File: src/rtl/sram_arbiter_if.sv
// sram_arbiter_if
//   Request/response bundle between the requesters and sram_arbiter.
//   Modports:
//     master : requester side; drives the request channel and receives
//              req_ready plus the shared read response.
//     slave  : arbiter side.
//   Signals (requester i occupies bit i / slice i of each packed vector):
//     req_valid, req_ready, req_we, req_lock : NUM_REQ bits
//     req_addr  : NUM_REQ*ADDR_W
//     req_wdata : NUM_REQ*DATA_W
//     req_wmask : NUM_REQ*DATA_W, 1 = write the bit
//     rsp_rvalid: NUM_REQ, one-hot read-data valid
//     rsp_rdata : DATA_W, shared read data
interface sram_arbiter_if #(
  parameter int NUM_REQ = 3,
  parameter int ADDR_W  = 10,
  parameter int DATA_W  = 32
);
  logic [NUM_REQ-1:0]        req_valid;
  logic [NUM_REQ-1:0]        req_ready;
  logic [NUM_REQ-1:0]        req_we;
  logic [NUM_REQ-1:0]        req_lock;
  logic [NUM_REQ*ADDR_W-1:0] req_addr;
  logic [NUM_REQ*DATA_W-1:0] req_wdata;
  logic [NUM_REQ*DATA_W-1:0] req_wmask;
  logic [NUM_REQ-1:0]        rsp_rvalid;
  logic [DATA_W-1:0]         rsp_rdata;

  modport master (
    output req_valid, req_we, req_lock, req_addr, req_wdata, req_wmask,
    input  req_ready, rsp_rvalid, rsp_rdata
  );

  modport slave (
    input  req_valid, req_we, req_lock, req_addr, req_wdata, req_wmask,
    output req_ready, rsp_rvalid, rsp_rdata
  );
endinterface

File: src/rtl/sram_arbiter.sv
// sram_arbiter
//   Round-robin arbiter sharing one single-port SRAM macro between NUM_REQ
//   requesters. A requester holding req_lock keeps the grant for up to
//   MAX_BURST back-to-back acceptances. The macro's functional port is
//   driven combinationally from the accepted request.
//   Ports:
//     clk, rst        : clock and synchronous active-high reset
//     bus (slave)     : request channel and one-hot read response
//     sram_men/wen/ren: macro enables
//     sram_addr       : macro word address
//     sram_din/sram_bm: macro write data and bit mask
//     sram_dout       : macro read data, valid one cycle after the access
//   Build option:
//     SRAM_ARB_OUTREG_EN : adds a register stage on rsp_rvalid/rsp_rdata,
//                          making read latency 2 cycles instead of 1.
module sram_arbiter #(
  parameter int NUM_REQ   = 3,
  parameter int ADDR_W    = 10,
  parameter int DATA_W    = 32,
  parameter int MAX_BURST = 16
) (
  input  logic              clk,
  input  logic              rst,
  sram_arbiter_if.slave     bus,
  output logic              sram_men,
  output logic              sram_wen,
  output logic              sram_ren,
  output logic [ADDR_W-1:0] sram_addr,
  output logic [DATA_W-1:0] sram_din,
  output logic [DATA_W-1:0] sram_bm,
  input  logic [DATA_W-1:0] sram_dout
);

  localparam int IDX_W = (NUM_REQ > 1) ? $clog2(NUM_REQ) : 1;

  typedef enum logic {ARB, LOCKED} state_t;

  state_t             state, state_n;
  logic [IDX_W-1:0]   rr_ptr, rr_ptr_n;
  logic [IDX_W-1:0]   owner, owner_n;
  logic [7:0]         burst_cnt, burst_cnt_n;
  logic [IDX_W-1:0]   win_idx, grant_idx;
  logic               win_found;
  logic               owner_take;
  logic               accept;
  logic               grant_we;
  logic [NUM_REQ-1:0] ready;
  logic [NUM_REQ-1:0] rvalid_q;

  function automatic logic [IDX_W-1:0] next_idx(input logic [IDX_W-1:0] i);
    if (int'(i) == NUM_REQ - 1) return '0;
    return i + IDX_W'(1);
  endfunction

  // First valid requester at or above rr_ptr, wrapping around.
  always_comb begin
    int j;
    win_found = 1'b0;
    win_idx   = '0;
    j         = 0;
    for (int k = 0; k < NUM_REQ; k++) begin
      j = int'(rr_ptr) + k;
      if (j >= NUM_REQ) j = j - NUM_REQ;
      if (!win_found && bus.req_valid[IDX_W'(j)]) begin
        win_found = 1'b1;
        win_idx   = IDX_W'(j);
      end
    end
  end

  // Grant and next-state logic. Nothing is granted while rst is high.
  always_comb begin
    state_n     = state;
    rr_ptr_n    = rr_ptr;
    owner_n     = owner;
    burst_cnt_n = burst_cnt;
    ready       = '0;
    grant_idx   = win_idx;
    owner_take  = 1'b0;
    if (!rst) begin
      case (state)
        ARB: begin
          grant_idx = win_idx;
          if (win_found) begin
            ready[win_idx] = 1'b1;
            rr_ptr_n       = next_idx(win_idx);
            // A single-transaction burst makes locking pointless.
            if (bus.req_lock[win_idx] && MAX_BURST > 1) begin
              state_n     = LOCKED;
              owner_n     = win_idx;
              burst_cnt_n = 8'd1;
            end
          end
        end
        LOCKED: begin
          grant_idx    = owner;
          owner_take   = bus.req_valid[owner];
          ready[owner] = owner_take;
          if (owner_take) burst_cnt_n = burst_cnt + 8'd1;
          // Lock drop still serves this edge's transaction; the burst
          // limit forces release on the acceptance that reaches it.
          if (!bus.req_lock[owner] ||
              (owner_take && burst_cnt_n == 8'(MAX_BURST))) begin
            state_n     = ARB;
            rr_ptr_n    = next_idx(owner);
            burst_cnt_n = '0;
          end
        end
        default: state_n = ARB;
      endcase
    end
  end

  assign accept        = |ready;
  assign bus.req_ready = ready;

  always_comb begin
    sram_men  = 1'b0;
    sram_wen  = 1'b0;
    sram_ren  = 1'b0;
    sram_addr = '0;
    sram_din  = '0;
    sram_bm   = '0;
    grant_we  = bus.req_we[grant_idx];
    if (accept) begin
      sram_men  = 1'b1;
      sram_wen  = grant_we;
      sram_ren  = !grant_we;
      sram_addr = bus.req_addr[grant_idx*ADDR_W +: ADDR_W];
      sram_din  = bus.req_wdata[grant_idx*DATA_W +: DATA_W];
      sram_bm   = grant_we ? bus.req_wmask[grant_idx*DATA_W +: DATA_W] : '1;
    end
  end

  always_ff @(posedge clk) begin
    if (rst) begin
      state     <= ARB;
      rr_ptr    <= '0;
      owner     <= '0;
      burst_cnt <= '0;
      rvalid_q  <= '0;
    end else begin
      state     <= state_n;
      rr_ptr    <= rr_ptr_n;
      owner     <= owner_n;
      burst_cnt <= burst_cnt_n;
      rvalid_q  <= ready & ~bus.req_we;
    end
  end

`ifdef SRAM_ARB_OUTREG_EN
  logic [NUM_REQ-1:0] rvalid_q2;
  logic [DATA_W-1:0]  rdata_q2;

  always_ff @(posedge clk) begin
    if (rst) begin
      rvalid_q2 <= '0;
      rdata_q2  <= '0;
    end else begin
      rvalid_q2 <= rvalid_q;
      rdata_q2  <= sram_dout;
    end
  end

  assign bus.rsp_rvalid = rvalid_q2;
  assign bus.rsp_rdata  = rdata_q2;
`else
  assign bus.rsp_rvalid = rvalid_q;
  assign bus.rsp_rdata  = sram_dout;
`endif

endmodule

File: src/flat_wrapper.sv
// flat-port wrapper written by rule: the top's interface ports become plain ports
module sram_arbiter_flat 
#(
  parameter int NUM_REQ   = 3,
  parameter int ADDR_W    = 10,
  parameter int DATA_W    = 32,
  parameter int MAX_BURST = 16
)
  (clk, rst, sram_men, sram_wen, sram_ren, sram_addr, sram_din, sram_bm, sram_dout, bus_req_valid, bus_req_we, bus_req_lock, bus_req_addr, bus_req_wdata, bus_req_wmask, bus_req_ready, bus_rsp_rvalid, bus_rsp_rdata);
  sram_arbiter_if #(.NUM_REQ(NUM_REQ), .ADDR_W(ADDR_W), .DATA_W(DATA_W)) bus_i ();
  input  logic clk;
  input  logic rst;
  output logic sram_men;
  output logic sram_wen;
  output logic sram_ren;
  output logic [ADDR_W-1:0] sram_addr;
  output logic [DATA_W-1:0] sram_din;
  output logic [DATA_W-1:0] sram_bm;
  input  logic [DATA_W-1:0] sram_dout;
  input wire logic [$bits(bus_i.req_valid)-1:0] bus_req_valid;
  input wire logic [$bits(bus_i.req_we)-1:0] bus_req_we;
  input wire logic [$bits(bus_i.req_lock)-1:0] bus_req_lock;
  input wire logic [$bits(bus_i.req_addr)-1:0] bus_req_addr;
  input wire logic [$bits(bus_i.req_wdata)-1:0] bus_req_wdata;
  input wire logic [$bits(bus_i.req_wmask)-1:0] bus_req_wmask;
  output wire logic [$bits(bus_i.req_ready)-1:0] bus_req_ready;
  output wire logic [$bits(bus_i.rsp_rvalid)-1:0] bus_rsp_rvalid;
  output wire logic [$bits(bus_i.rsp_rdata)-1:0] bus_rsp_rdata;
  assign bus_i.req_valid = bus_req_valid;
  assign bus_i.req_we = bus_req_we;
  assign bus_i.req_lock = bus_req_lock;
  assign bus_i.req_addr = bus_req_addr;
  assign bus_i.req_wdata = bus_req_wdata;
  assign bus_i.req_wmask = bus_req_wmask;
  assign bus_req_ready = bus_i.req_ready;
  assign bus_rsp_rvalid = bus_i.rsp_rvalid;
  assign bus_rsp_rdata = bus_i.rsp_rdata;
  sram_arbiter #(.NUM_REQ(NUM_REQ), .ADDR_W(ADDR_W), .DATA_W(DATA_W), .MAX_BURST(MAX_BURST)) u_core (.clk(clk), .rst(rst), .bus(bus_i), .sram_men(sram_men), .sram_wen(sram_wen), .sram_ren(sram_ren), .sram_addr(sram_addr), .sram_din(sram_din), .sram_bm(sram_bm), .sram_dout(sram_dout));
endmodule
File: config.mk
export PLATFORM = sky130hd
export DESIGN_NAME = sram_arbiter_flat
export DESIGN_NICKNAME = d
export VERILOG_FILES = /design/src/rtl/sram_arbiter_if.sv /design/src/rtl/sram_arbiter.sv /design/src/flat_wrapper.sv
export SDC_FILE = /design/constraint.sdc
export NUM_CORES = 1
export LEC_CHECK = 0
export CORE_AREA = 2 2 149 151
export CTS_BUF_LIST = sky130_fd_sc_hd__clkbuf_2 sky130_fd_sc_hd__clkbuf_4 sky130_fd_sc_hd__clkbuf_8
export CTS_CLUSTER_DIAMETER = 150
export DETAILED_ROUTE_END_ITERATION = 8
export DIE_AREA = 0 0 151 153
export SETUP_SLACK_MARGIN = 0.05
export SKIP_LAST_GASP = 1
export SYNTH_ARGS = -nofsm -noshare
export SYNTH_HDL_FRONTEND = slang
export SYNTH_SLANG_ARGS = --single-unit
File: constraint.sdc
create_clock -name clk -period 2.7 [get_ports clk]
set_input_delay 0.405 -clock clk [delete_from_list [all_inputs] [get_ports clk]]
set_output_delay 0.405 -clock clk [all_outputs]
set_load 0.05 [all_outputs]
==> impl_metrics.ini <==
[timing]
setup_slack_ns = -0.6953
hold_ws_ns = 0.5431
hold_violations = 0
fin_worst_skew_ns = 0.002771
finalSetupTns_ns = -51.48
slew_headroom = 0.6526
rsz0062_at_grt = true
slew_violations = 0
setup-violations-final = 80
tightest_slew_ns = 0.5195
post-route-period-util = 1.258
max_freq_mhz = 294.5
min_period_ns = 3.395

[finish]
final_common_cell = clkdlybuf4s50_1
num-nets-final = 1129
drive_gt1_frac = 0.4441
final_util = 0.4799
final_cell_mix = clkdlybuf4s50_1, buf_12, buf_4
area_growth_pct = 189.2
n_antenna_cell = 0
finalInstanceArea_mm2 = 0.01031
fillers = 1977

[grt]
track_usage = 0.1756
first_global_vias = 5247
grt_max_degree = 31
grt.overflow.total = 0
grt_pass1_wl_mm = 31.39
antenna_found_initial = 0

[outcome]
status = complete, but fails checks
violations = negative setup slack

[run]
maxCapViolations = 0

[placed_design]
dp_hpwl_mm = 17.22
portBuffers = 315
gp_congestion = 0.8931
placed_cell_area_mm2 = 0.008951

[power]
ir_drop_v = 0.001178
power_density_mw_per_mm2 = 1802
leakage_nw = 4.148

[clock_network]
cts_buffer_depth = 2
clk_pin_slew_ns = 0.06
root_buffer = clkbuf_8
clock_latency_ns = 0.25
cts_max_level = 1
cts_tree = done
cts_made_buffers = 3
cts.sinks = 16

[synth]
ys.flop_type = dfxtp_1
netlist_instances = 473
yosysUniqueCellTypes = 52
synth-async-reset-ratio = 0
ys_ff_latch = 16
synth-edff-count = 0
synth_warnings = 0
avgSynthCellArea_um2 = 7.536
seq_area_frac_synth = 0.08986
syn_nets = 743
syn_area_mm2 = 0.003565

[die]
dieHeight_um = 153
start_util = 0.1659
rows = 54
die-area_mm2 = 0.02310
top_level_ports = 380
die_x_um = 151
coreArea_mm2 = 0.02149

[critical_path]
critical_path_required_ns = 2.30
crit_type = in2out
crit_path_end_kind = primary output
arrival_ns = 2.99
start_kind = primary input
crit_fanout = 7

[detailed_routing]
ant_nets = 0
num_vias = 5214
vias_per_cell = 4.582
drtPass1Iterations = 4
first_iter_violations = 135
drcViolationCount = 0
wirelength_mm = 22.52
wl_per_cell_um = 19.79

[worst_hold_path]
hold_class = reg2reg
-- metal layers --
| metal | part of all wire | GRT usage |
|---|---|---|
| met1 | 0.41 | 0.2208 |
| met2 | 0.51 | 0.3182 |
| met3 | 0.072 | 0.02985 |
| met4 | 0.012 | 0.02448 |
| met5 | 0 | 0 |
-- sequential cells by signal, summed over array words and instances, names as in the netlist --
name,flops
u_core.burst_cnt,8
u_core.bus.rsp_rvalid,3
u_core.owner,2
u_core.rr_ptr,2
u_core.state,1
-- worst max-delay path, cell delays in order --
cell             delay [ns]
clkdlybuf4s50_1        0.43
mux2_4                 0.28
a21o_4                 0.23
a311oi_4               0.29
buf_4                  0.19
nor2_2                 0.05
a41o_4                 0.27
nor3_4                 0.12
buf_6                  0.16
buf_12                 0.17
clkbuf_16              0.19
a21oi_4                0.04
buf_12                 0.16
-- final timing paths --
| path | start | to | slack [ns] | cells after the start |
|---|---|---|---|---|
| worst min register to register | u_core.burst_cnt[7] | u_core.burst_cnt[7] | 0.54 | 1 |
| worst max-delay path | bus_req_valid[1] | sram_bm[15] | -0.70 | 13 |
| worst min-delay path | u_core.burst_cnt[7] | u_core.burst_cnt[7] | 0.54 | 1 |
| worst max register to register | u_core.rr_ptr[1] | u_core.bus.rsp_rvalid[1] | 0.03 | 15 |
-- area by class of cell --
cell class	count	area, um2	share of cell area
clock buffer	4	55.05	0.005340
inverter	7	31.28	0.003034
multi-input combinational	376	3928	0.3809
sequential	16	325.3	0.03155
tap	280	350.3	0.03398
timing repair buffer	455	5620	0.5451
-- synthesized netlist by cell type (7+ instances only) --
cell	number	area (um2)
nor2b_1	10	62.56
buf_2	16	80.08
nand2_1	8	30.03
a2bb2oi_1	75	656.9
o21ai_0	16	80.08
clkbuf_1	10	37.54
dfxtp_1	16	320.3
buf_6	7	78.83
nor2_1	67	251.5
a21oi_1	38	190.2
nor3_1	8	40.04
nand3_1	7	35.03
mux2i_1	81	810.8
buf_4	39	292.8
-- kinds of logic (layout without fill, tap and decap cells) --
logic type | after synthesis | count (layout) | share of synthesized area
AOI/OAI and AO/OA | 161 | 161 | 0.3366
xor gates and xnor gates | 1 | 1 | 0.002457
adders and majority gates | 5 | 5 | 0.01755
buffers and inverters | 81 | 466 | 0.1467
DFF | 16 | 16 | 0.08986
muxes | 85 | 85 | 0.2401
and+or+nand+nor | 124 | 124 | 0.1667
-- power by group --
| group | leakage, nW | switching (mW) | total (mW) | internal, mW |
|---|---|---|---|---|
| Combinational | 3.99 | 9.05 | 18.0 | 8.97 |
| Sequential | 0.131 | 0.0650 | 0.348 | 0.283 |
| Clock | 0.0288 | 0.0862 | 0.216 | 0.129 |
-- per-stage QoR --
step | worst slack (ns) | total power, mW | instances
6_report | -0.6953 | 18.58 | 1138
2_1_floorplan | -0.3811 | 9.340 | 473
3_3_place_gp | -0.9483 | 15.61 | 1085
4_1_cts | -0.6881 | 17.83 | 1125
3_5_place_dp | -0.9521 | 15.64 | 1085
5_1_grt | -0.8056 | 19.33 | 1138
-- timing repair --
item	in CTS	in global routing
pin swaps	13	8
hold buffers	0	0
endpoints found under the setup margin	80	84
gates cloned	9	5
buffers inserted	29	11
resized for setup	73	62
Note: power is estimated with default switching activity, not from simulation.
==> patch, RTL diff (same flow settings) <==
Add a define of `SRAM_ARB_OUTREG_EN`.
--- a/src/rtl/sram_arbiter.sv
+++ b/src/rtl/sram_arbiter.sv
@@ -14,4 +14,6 @@
 //     SRAM_ARB_OUTREG_EN : adds a register stage on rsp_rvalid/rsp_rdata,
 //                          making read latency 2 cycles instead of 1.
+`define SRAM_ARB_OUTREG_EN
+
 module sram_arbiter #(
   parameter int NUM_REQ   = 3,
Check against the original RTL: not equivalent (Yosys sat finds a counterexample within 4 cycles, from zero or initial values and one cycle with rst high).
==> patch against the original RTL <==
  * The flow still finishes with violations (negative setup slack)
  * Maximum frequency rose by 2.2%
  * Synthesized area up 26%
  * Sequential cell count increased by 35
  * Final cell count up 14%
  * Routed wire length is 16% higher
  * Total power shrank 21%
  * Worst setup slack gained 0.072 ns
  * Design area increased by 21%
  * Highest routed layer unchanged
==> patch: results <==
group,metric,value,unit
pwr,ir_drop,0.571,mV
cts,worst_skew_pair.late_latency,0.32,ns
sta,setup_viol,80,
yosys,yosys.area_share.adder,1.39,%
detailed_routing,wl_met1,10.1,mm
yosys,synth_common_cells,"dfxtp_1 (51), mux2i_1 (48), nand2_1 (48)",
finish,fillCellCount,1815,
finish,multi_input_area,4860,um^2
setup_path,cp_max_fo,19,
finish,drive_gt1_share,36.8,%
sta,setup_ws,-0.623,ns
placed_design,port_buffers,379,
outcome,status,"complete, but fails checks",
finish,nMultiInputCombCells,442,
detailed_routing,wl_per_cell,20.2,um
outcome,violations,"negative setup slack",
cts,path_clk_slew,0.11,ns
yosys,synth_xor_area_share,0.585,%
global_route,grtUsageMet2,38.1,%
finish,clock_area_share,0.976,%
global_route,grt_pass1_vias,6207,
setup_path,startpoint,"u_core.rr_ptr[1]$_SDFFE_PP0P_",
setup_path,rr_endpoint,"u_core.burst_cnt[3]$_SDFFE_PP0P_",
setup_path,path_delay_family,"compound AO/OA/AOI/OAI gates",
pwr,leakage,4.69,nW
sta,tightest_slew,0.553,ns
yosys,syn_nets,820,
finish,clkbuf_count,6,
finish,nets,1281,
placed_design,postPlaceCellArea,11500,um^2
yosys,syn_avg_cell_area,8.16,um^2
finish,nonClkBufAreaFrac,48.6,%
global_route,use_met1,24.6,%
==> patch: changes by cell type after synthesis, moves of 33 or more <==
cell	before	now
dfxtp_1	16	51
nand2_1	8	48
o2bb2ai_1	1	42
nor2_1	67	16
a2bb2oi_1	75	0
mux2i_1	81	48
==> patch: power by group through the flow <==
stage               Combinational [mW]  Sequential, mW  Clock (mW)
finish                            13.2           0.900       0.594
global route                      13.7           0.911       0.627
CTS                               12.6           0.897       0.600
detailed placement                11.9           0.914           0
global placement                  11.9           0.912           0
floorplan                         6.93           0.990           0
==> patch: kinds of logic (layout without fill, tap and decap cells) <==
kind of cell,after synthesis,after routing
buffers and inverters,57,519
AND/OR/NAND/NOR,185,185
multiplexers,52,52
flip-flops,51,51
XOR/XNOR,3,3
adder cells (fa/ha/maj),5,5
AO/OA/AOI/OAI,197,197
==> patch: worst max-delay path by stage <==
stage,endpoint
finish,sram_bm[28]
global route,sram_bm[4]
CTS,sram_bm[8]
detailed placement,sram_din[26]
global placement,sram_din[26]
floorplan,sram_bm[22]
